<file path="src/rtl/mem_uart_dumper_if.sv">
// Data-memory port-B debug bus between the UART dumper (master) and the RAM (slave).
// The master drives address and write enable; the RAM returns read data.
interface mem_uart_dumper_if;
   logic [31:0] mem_address;
   logic        mem_wren;
   logic [7:0]  mem_q;

   modport master (output mem_address, output mem_wren, input mem_q);
   modport slave  (input mem_address, input mem_wren, output mem_q);
endinterface

</file>
<file path="src/rtl/mem_uart_dumper.sv">
// Reads a block of bytes from data-memory port B and streams them out as UART 8N1 frames.
// The status outputs and the serial line are registered from the current state, so they trail the FSM by one cycle.
module mem_uart_dumper #(
   parameter int CLKS_PER_BIT = 434,
   parameter int RD_LAT       = 1,
   parameter int LEN_W        = 16
) (
   input  logic                 clk,
   input  logic                 rst,
   input  logic                 start,
   input  logic [31:0]          base_addr,
   input  logic [LEN_W-1:0]     length,
   mem_uart_dumper_if.master    mem,
   output logic                 uart_tx,
   output logic                 busy,
   output logic                 done
);

   localparam int BAUD_W = $clog2(CLKS_PER_BIT);
   localparam logic [BAUD_W-1:0] BAUD_LAST  = BAUD_W'(CLKS_PER_BIT - 1);
   localparam logic [BAUD_W-1:0] BAUD_ZERO  = {BAUD_W{1'b0}};
   localparam logic [1:0]        FETCH_LAST = 2'(RD_LAT);
   localparam logic [LEN_W-1:0]  LEN_ZERO   = {LEN_W{1'b0}};
   localparam logic [LEN_W-1:0]  LEN_ONE    = {{(LEN_W-1){1'b0}}, 1'b1};

   typedef enum logic [2:0] {
      S_IDLE  = 3'd0,
      S_FETCH = 3'd1,
      S_START = 3'd2,
      S_DATA  = 3'd3,
      S_STOP  = 3'd4,
      S_FIN   = 3'd5
   } state_t;

   state_t            state_r;
   state_t            state_s;
   logic [BAUD_W-1:0] baud_cnt_r;
   logic [BAUD_W-1:0] baud_next_s;
   logic [2:0]        bit_idx_r;
   logic [1:0]        fetch_cnt_r;
   logic [7:0]        shift_r;
   logic [31:0]       addr_r;
   logic [LEN_W-1:0]  rem_r;
   logic [31:0]       mem_address_r;
   logic              tx_r;
   logic              busy_r;
   logic              done_r;
   logic              baud_end_s;
   logic              fetch_end_s;
   logic              last_byte_s;

   assign baud_end_s  = (baud_cnt_r == BAUD_LAST);
   assign fetch_end_s = (fetch_cnt_r == FETCH_LAST);
   assign last_byte_s = (rem_r == LEN_ONE);

   assign mem.mem_address = mem_address_r;
   assign mem.mem_wren    = 1'b0;
   assign uart_tx         = tx_r;
   assign busy            = busy_r;
   assign done            = done_r;

   // State register
   always_ff @(posedge clk) begin
      if (rst) begin
         state_r <= S_IDLE;
      end else begin
         state_r <= state_s;
      end
   end

   // Next-state decode and bit-timer increment
   always_comb begin
      state_s     = state_r;
      baud_next_s = BAUD_ZERO;
      if (baud_end_s) begin
         baud_next_s = BAUD_ZERO;
      end else begin
         baud_next_s = baud_cnt_r + {{(BAUD_W-1){1'b0}}, 1'b1};
      end
      case (state_r)
         S_IDLE: begin
            if (start) begin
               if (length == LEN_ZERO) begin
                  state_s = S_FIN;
               end else begin
                  state_s = S_FETCH;
               end
            end else begin
               state_s = S_IDLE;
            end
         end
         S_FETCH: begin
            if (fetch_end_s) begin
               state_s = S_START;
            end else begin
               state_s = S_FETCH;
            end
         end
         S_START: begin
            if (baud_end_s) begin
               state_s = S_DATA;
            end else begin
               state_s = S_START;
            end
         end
         S_DATA: begin
            if (baud_end_s && (bit_idx_r == 3'd7)) begin
               state_s = S_STOP;
            end else begin
               state_s = S_DATA;
            end
         end
         S_STOP: begin
            if (!baud_end_s) begin
               state_s = S_STOP;
            end else if (last_byte_s) begin
               state_s = S_FIN;
            end else begin
               state_s = S_FETCH;
            end
         end
         S_FIN:   state_s = S_IDLE;
         default: state_s = S_IDLE;
      endcase
   end

   // Datapath: address/remaining count, fetch wait, bit timer and shifter
   always_ff @(posedge clk) begin
      if (rst) begin
         baud_cnt_r    <= BAUD_ZERO;
         bit_idx_r     <= 3'd0;
         fetch_cnt_r   <= 2'd0;
         shift_r       <= 8'd0;
         addr_r        <= 32'd0;
         rem_r         <= LEN_ZERO;
         mem_address_r <= 32'd0;
      end else begin
         case (state_r)
            S_IDLE: begin
               baud_cnt_r  <= BAUD_ZERO;
               bit_idx_r   <= 3'd0;
               fetch_cnt_r <= 2'd0;
               if (start) begin
                  addr_r <= base_addr;
                  rem_r  <= length;
                  if (length != LEN_ZERO) begin
                     mem_address_r <= base_addr;
                  end
               end
            end
            S_FETCH: begin
               if (fetch_end_s) begin
                  shift_r     <= mem.mem_q;
                  fetch_cnt_r <= 2'd0;
               end else begin
                  fetch_cnt_r <= fetch_cnt_r + 2'd1;
               end
            end
            S_START: baud_cnt_r <= baud_next_s;
            S_DATA: begin
               baud_cnt_r <= baud_next_s;
               if (baud_end_s) begin
                  shift_r   <= {1'b0, shift_r[7:1]};
                  bit_idx_r <= bit_idx_r + 3'd1;
               end
            end
            S_STOP: begin
               baud_cnt_r <= baud_next_s;
               // Count down from the latched length so 2^LEN_W-1 bytes never overflow.
               if (baud_end_s) begin
                  rem_r  <= rem_r - LEN_ONE;
                  addr_r <= addr_r + 32'd1;
                  if (!last_byte_s) begin
                     mem_address_r <= addr_r + 32'd1;
                  end
               end
            end
            default: begin
               baud_cnt_r  <= BAUD_ZERO;
               bit_idx_r   <= 3'd0;
               fetch_cnt_r <= 2'd0;
            end
         endcase
      end
   end

   // Registered serial line and status flags
   always_ff @(posedge clk) begin
      if (rst) begin
         tx_r   <= 1'b1;
         busy_r <= 1'b0;
         done_r <= 1'b0;
      end else begin
         case (state_r)
            S_START: begin
               tx_r   <= 1'b0;
               busy_r <= 1'b1;
               done_r <= 1'b0;
            end
            S_DATA: begin
               tx_r   <= shift_r[0];
               busy_r <= 1'b1;
               done_r <= 1'b0;
            end
            S_FETCH, S_STOP: begin
               tx_r   <= 1'b1;
               busy_r <= 1'b1;
               done_r <= 1'b0;
            end
            S_FIN: begin
               tx_r   <= 1'b1;
               busy_r <= 1'b0;
               done_r <= 1'b1;
            end
            default: begin
               tx_r   <= 1'b1;
               busy_r <= 1'b0;
               done_r <= 1'b0;
            end
         endcase
      end
   end

endmodule

</file>
<file path="src/flat_wrapper.sv">
// flat-port wrapper written by rule: the top's interface ports become plain ports
module mem_uart_dumper_flat 
#(
   parameter int CLKS_PER_BIT = 434,
   parameter int RD_LAT       = 1,
   parameter int LEN_W        = 16
)
  (clk, rst, start, base_addr, length, uart_tx, busy, done, mem_mem_address, mem_mem_wren, mem_mem_q);
  mem_uart_dumper_if mem_i ();
  input  logic clk;
  input  logic rst;
  input  logic start;
  input  logic [31:0] base_addr;
  input  logic [LEN_W-1:0] length;
  output logic uart_tx;
  output logic busy;
  output logic done;
  output wire logic [$bits(mem_i.mem_address)-1:0] mem_mem_address;
  output wire logic [$bits(mem_i.mem_wren)-1:0] mem_mem_wren;
  input wire logic [$bits(mem_i.mem_q)-1:0] mem_mem_q;
  assign mem_mem_address = mem_i.mem_address;
  assign mem_mem_wren = mem_i.mem_wren;
  assign mem_i.mem_q = mem_mem_q;
  mem_uart_dumper #(.CLKS_PER_BIT(CLKS_PER_BIT), .RD_LAT(RD_LAT), .LEN_W(LEN_W)) u_core (.clk(clk), .rst(rst), .start(start), .base_addr(base_addr), .length(length), .mem(mem_i), .uart_tx(uart_tx), .busy(busy), .done(done));
endmodule
</file>
<file path="config.mk">
export PLATFORM = sky130hd
export DESIGN_NAME = mem_uart_dumper_flat
export DESIGN_NICKNAME = d
export VERILOG_FILES = /design/src/rtl/mem_uart_dumper_if.sv /design/src/rtl/mem_uart_dumper.sv /design/src/flat_wrapper.sv
export SDC_FILE = /design/constraint.sdc
export NUM_CORES = 1
export LEC_CHECK = 0
export CAP_MARGIN = 10
export CORE_MARGIN = 5
export CORE_UTILIZATION = 30
export DETAILED_ROUTE_END_ITERATION = 6
export SLEW_MARGIN = 20
export SYNTH_ARGS = -nofsm -noshare
export SYNTH_HDL_FRONTEND = slang
export SYNTH_SLANG_ARGS = --single-unit
</file>
<file path="constraint.sdc">
create_clock -name clk -period 4.1 [get_ports clk]
set_input_delay 0.82 -clock clk [delete_from_list [all_inputs] [get_ports clk]]
set_output_delay 0.82 -clock clk [all_outputs]
set_load 0.1 [all_outputs]
</file>
==> results.yml, run 1 <==
status:
  outcome: "finished clean"
finish:
  drive_gt1_share_pct: 6.10
  fill_cells: 1941
  stdcell_area_sq_um: 7010
  finalNonFillerCells: 1037
  syn_to_final_growth_pct: 25.6
  regArea_sq_um: 2160
  num_antenna_cells: 0
  nets: 865
  final_util_pct: 37.9
  multi_input_area_sq_um: 3170
worst_setup_path:
  cpPeakStageDelay_ps: 1160
  path_buf_inv: 1
  rrSetupSlack_ps: 1420
  cp_cell_sequence: "clkdlybuf4s50_1"
  slowest_stage: "clkdlybuf4s50_1"
  setup.worst_path.class: "register to output pin"
  rr_endpoint: "u_core.rem_r[14]$_SDFFE_PP0P_"
  critical_path_arrival_ps: 1890
  cp_top_family: "buffers and inverters"
  r2r-start: "u_core.state_r[2]$_SDFF_PP0_"
  cp.required_ps: 3280
  worstRegToRegCells: 7
  end_kind: "output pin"
  startpoint_type: "register"
  path_max_fanout: 2
timing:
  drv_slew: 0
  fmax_ghz: 0.369
  setup_viol: 0
  hold_viol_final: 0
  finClkSkew_ps: 7.84
  setup_tns_ps: 0
  tightest_slew_ps: 996
  period_minus_slack_ps: 2710
  rsz0062_at_grt: "false"
  fin_crit_sh_pct: 66.0
  relSlewSlack_pct: 33.4
synth:
  synth_xor_xnor_area_share_pct: 5.33
  syn_avg_cell_area_sq_um: 7.56
  synth_compound_area_share_pct: 20.8
  yosys.area_share.simple_pct: 28.2
  async_flop_share_pct: 0
  synth_warnings: 0
  ys.flop_type: "dfxtp_1"
  ys_ff_latch: 108
  synth_top_family_by_area: "simple AND/OR/NAND/NOR gates"
  netlist_area_sq_um: 5590
  synth_edf_count: 0
  ys_seq_area_share_pct: 38.7
  synth.area.mux_share_pct: 0.179
  synthDistinctLibCells: 57
  synth_adder_area_share_pct: 1.57
  synth_nets: 805
  syn-instance-count: 739
drt:
  totalWireLength_mm: 15.2
  vias: 5286
  wl_per_cell_um: 14.7
  postRouteAntennaNets: 0
  dr.pass1.iters: 6
  viasPerCell: 5.10
  drt-initial-drc-count: 425
  drcViolationCount: 0
floorplanning:
  fp.dieArea_sq_um: 21400
  rows: 50
  fp.dieH_um: 146
  core_area_sq_um: 18500
  die_w_um: 146
  pin_count: 95
  start_util_pct: 30.2
pwr:
  powerDensity_nw_per_um2: 391
  power_w: 0.00274
  vdd_drop_max_uv: 192
  cellLeakagePower_nw: 2.38
clock_tree:
  clockBufferDepth: 2
  cts_buffers: 9
  cts_tree: "done"
  cts_hold_buf: 0
  ctsResizeCount: 0
  htree_levels: 3
  cts_setup_buffers: 0
  cts_root_buffer: "clkbuf_16"
  insertion_delay_ps: 350
  cts.clk_slew.worst_paths_ps: 70
  cts.sinks: 108
worst_hold_path:
  hp-class: "register to register"
  min_path_cells: 2
  min_to: "u_core.mem.mem_address[6]$_SDFFE_PP0P_"
  hold_start: "u_core.mem.mem_address[6]$_SDFFE_PP0P_"
global_route:
  grtUsageTotal_pct: 14.4
  antenna_found_initial: 0
  overflow: 0
  grt_pass1_wl_mm: 25.6
  grt_max_degree: 89
  grt_pass1_vias: 4956
placed_design:
  post_dp_cell_area_sq_um: 6690
  io_buffers: 93
  dp_cells: 1022
  detailed_place_hpwl_mm: 10.3
  place_congestion: 0.795
run:
  cap_violations: 0
[layer usage]
metal	part of all wire [%]	global-route usage (%)	up-vias
li1	-	-	2732
met1	50	20.0	2448
met2	45	22.6	90
met3	3.4	2.55	16
met4	1.6	5.08	0
met5	0	0	-
[power breakdown]
part | internal, W | leakage, nW | total [W] | switching (W)
clock network | 0.000565 | 0.158 | 0.000961 | 0.000396
registers | 0.00112 | 0.884 | 0.00119 | 0.0000686
logic | 0.000203 | 1.34 | 0.000593 | 0.000390
total | 0.00189 | 2.38 | 0.00274 | 0.000855
[per-stage QoR]
step | worst slack [ps] | hold WS, ps
finish | 1390 | 452
floorplan | 1880 | 436
detailed placement | 1200 | 446
global placement | 1160 | 440
global route | 1090 | 483
CTS | 1380 | 457
[synthesized netlist by cell type, drive strengths merged (3+ instances only)]
cell type / count / share of area (%)
xnor2: 25 / 3.9
o21a: 3 / 0.40
nand3: 26 / 2.3
a21oi: 66 / 6.0
a211oi: 11 / 1.5
or4: 4 / 0.60
a22oi: 8 / 1.1
o21ai: 53 / 4.7
o211ai: 9 / 1.2
nor4: 14 / 1.6
nor2: 82 / 5.5
nand3b: 14 / 1.9
dfxtp: 108 / 39
a31o: 10 / 1.6
ha: 7 / 1.6
a22o: 4 / 0.63
a311oi: 8 / 1.3
and3: 6 / 0.67
nor3b: 11 / 1.5
nor3: 20 / 1.8
nand2: 124 / 8.3
buf: 19 / 1.9
clkbuf: 35 / 2.4
xor2: 9 / 1.4
inv: 13 / 0.87
nand4: 18 / 2.4
[area by class of cell]
class / count / area share, %
tap: 234 / 4.17
inverter: 13 / 0.696
timing repair buffer: 103 / 14.5
clock inverter: 4 / 1.03
sequential: 108 / 30.8
clock buffer: 11 / 3.60
multi-input combinational: 564 / 45.2
[placed cells by master (no fill, tap or decap), types with 8 or more instances in the layout]
| master | count |
|---|---|
| nand2_1 | 123 |
| dfxtp_1 | 108 |
| clkdlybuf4s50_1 | 92 |
| nor2_1 | 81 |
| a21oi_1 | 63 |
| o21ai_0 | 51 |
| nand3_1 | 26 |
| xnor2_1 | 25 |
| nor3_1 | 20 |
| nand4_1 | 16 |
| nand3b_1 | 14 |
| inv_1 | 13 |
| nor4_1 | 13 |
| a211oi_1 | 11 |
| nor3b_1 | 11 |
| a31o_2 | 10 |
| buf_4 | 10 |
| xor2_1 | 9 |
| o211ai_1 | 9 |
| clkbuf_16 | 9 |
| a22oi_1 | 8 |
| a311oi_1 | 8 |
[cell families after synthesis]
family,count (synthesis)
and+or+nand+nor,332
AOI/OAI and AO/OA,189
DFF,108
buffers and inverters,67
xor gates and xnor gates,34
adders and majority gates,7
other,1
muxes,1
[sequential cells by signal (all words and copies together) (netlist names)]
register / flops
u_core.fetch_cnt_r: 2
u_core.bit_idx_r: 3
u_core.shift_r: 8
u_core.done: 1
u_core.state_r: 3
u_core.busy: 1
u_core.mem.mem_address: 32
u_core.rem_r: 16
u_core.baud_cnt_r: 9
u_core.addr_r: 32
u_core.uart_tx: 1
[worst max path at each step]
stage	cells past startpoint	endpoint	slack, ps	from
floorplan	8	u_core.addr_r[30]$_SDFFE_PP0P_	1880	u_core.addr_r[0]$_SDFFE_PP0P_
global placement	8	u_core.mem.mem_address[22]$_SDFFE_PP0P_	1160	length[14]
detailed placement	8	u_core.mem.mem_address[22]$_SDFFE_PP0P_	1200	length[14]
CTS	7	u_core.rem_r[15]$_SDFFE_PP0P_	1380	u_core.state_r[2]$_SDFF_PP0_
global route	5	u_core.shift_r[1]$_SDFFE_PP0P_	1090	u_core.state_r[1]$_SDFF_PP0_
finish	1	mem_mem_address[19]	1390	u_core.mem.mem_address[19]$_SDFFE_PP0P_
Power figures use the tool's default switching activity.
==> inputs of run 2 (changes only) <==
==> constraint.sdc (replaced) <==
create_clock -name clk -period 2.7 [get_ports clk]
set_input_delay 0.54 -clock clk [delete_from_list [all_inputs] [get_ports clk]]
set_output_delay 0.54 -clock clk [all_outputs]
set_load 0.1 [all_outputs]
==> run 2 against run 1 <==
  * Design area grew 1.5%
  * Cell count grew 1.7%
  * Largest cell class unchanged
  * Clock power grew 63%
  * Die area is the same
  * Critical endpoint is now u_core.mem.mem_address[28]$_SDFFE_PP0P_
  * Sequential cell count is the same
  * Register-to-register slack lost 980 ps
  * Non-clock buffer count grew 17
  * Combinational power grew 56%
  * Worst setup slack lost 950 ps
  * Utilization grew 0.58 points
  * Routed wire length grew 1.2%
==> results.yml, run 2 (synthesis gave the netlist of run 1 again) <==
status:
  outcome: "finished clean"
floorplanning:
  fp.dieH_um: 146
  die_w_um: 146
  start_util_pct: 30.2
  pin_count: 95
  fp.dieArea_sq_um: 21400
  core_area_sq_um: 18500
  rows: 50
finish:
  mostFrequentLayoutCells: "123 x nand2_1, 108 x dfxtp_1, 81 x nor2_1"
  syn_to_final_growth_pct: 27.5
  num_antenna_cells: 0
  nets: 882
  fill_cells: 1931
  final_util_pct: 38.5
  multi_input_area_sq_um: 3170
  drive_gt1_share_pct: 12.4
  final_common_cell: "nand2_1"
  regArea_sq_um: 2160
worst_setup_path:
  cp.required_ps: 2960
  critical_path_arrival_ps: 2510
  setup.worst_path.class: "register to register"
  startpoint_type: "register"
  path_max_fanout: 10
  end_kind: "register"
  rrSetupSlack_ps: 440
drt:
  dr.pass1.iters: 4
  drcViolationCount: 0
  viasPerCell: 5.02
  drt-initial-drc-count: 286
  wl_per_cell_um: 14.6
  totalWireLength_mm: 15.4
  postRouteAntennaNets: 0
  vias: 5298
clock_tree:
  ctsResizeCount: 0
  clockBufferDepth: 2
  htree_levels: 3
  insertion_delay_ps: 360
  cts_setup_buffers: 0
  cts_tree: "done"
  cts_buffers: 9
  cts_root_buffer: "clkbuf_16"
  cts.clk_slew.worst_paths_ps: 70
  cts.sinks: 108
  cts_hold_buf: 0
placed_design:
  place_congestion: 0.790
  io_buffers: 93
  detailed_place_hpwl_mm: 10.6
global_route:
  antenna_found_initial: 0
  grt_pass1_wl_mm: 25.7
  grtUsageTotal_pct: 14.5
  grt_pass1_vias: 4978
  grt_max_degree: 59
  overflow: 0
timing:
  drv_slew: 0
  finClkSkew_ps: 7.89
  period_minus_slack_ps: 2260
  setup_viol: 0
  fmax_ghz: 0.443
  relSlewSlack_pct: 60.6
  fin_crit_sh_pct: 83.6
  setup_tns_ps: 0
  hold_viol_final: 0
  rsz0062_at_grt: "false"
  tightest_slew_ps: 590
pwr:
  vdd_drop_max_uv: 323
  powerDensity_nw_per_um2: 603
  cellLeakagePower_nw: 2.56
worst_hold_path:
  hp-class: "register to register"
run:
  cap_violations: 0
run 2: cell types whose count changed in the layout (fill, tap and decap cells not counted), sizes merged:
cell / before / now
clkinvlp: 1 / 0
clkbuf: 11 / 10
inv: 13 / 15
buf: 11 / 63
clkdlybuf4s50: 92 / 57
bufinv: 2 / 3
run 2: final timing paths:
path	from	endpoint	cells past startpoint
worst max-delay path	u_core.addr_r[1]$_SDFFE_PP0P_	u_core.mem.mem_address[28]$_SDFFE_PP0P_	7
worst min-delay path	u_core.mem.mem_address[12]$_SDFFE_PP0P_	u_core.mem.mem_address[12]$_SDFFE_PP0P_	2
worst max register to register	u_core.addr_r[1]$_SDFFE_PP0P_	u_core.mem.mem_address[28]$_SDFFE_PP0P_	7
worst min register to register	u_core.mem.mem_address[12]$_SDFFE_PP0P_	u_core.mem.mem_address[12]$_SDFFE_PP0P_	2
run 2: metrics by stage:
step,total power (W),worst slack [ps],hold WS [ps],std cells,cell area [sq um]
2_1_floorplan,0.00246,485,436,739,5590
3_3_place_gp,0.00275,188,441,1039,6770
3_5_place_dp,0.00276,168,447,1039,6770
4_1_cts,0.00435,433,457,1055,7120
5_1_grt,0.00452,241,476,1055,7120
6_report,0.00429,442,454,1055,7120
run 2: power breakdown:
group	total (W)	internal (W)	switching [W]	leakage, nW
clock network	0.00157	0.000941	0.000631	0.174
logic	0.000923	0.000321	0.000602	1.50
registers	0.00180	0.00170	0.000101	0.884
run 2: area by class of cell:
type	count	area share, %
clock buffers	10	3.36
repair buffers	120	15.4
clock inverters	6	1.63
inverters	13	0.685
well taps	234	4.11
multi-input cells	564	44.5
flip-flops and latches	108	30.4
run 2: metal layers:
metal	track usage (%)	share of wire [%]	vias to the layer above
met2	21.8	44	96
met3	3.32	4.6	14
met4	5.60	1.9	0
met1	20.3	49	2421
li1	-	-	2767
met5	0	0	-
run 2: worst max-delay path, cell delays in order, from the launching register on:
cell and delay (ps):
dfxtp_1 380, ha_1 230, nand4_1 140, or4_4 530, nor4_1 360, xnor2_1 160
nand2_1 90, a31o_2 250
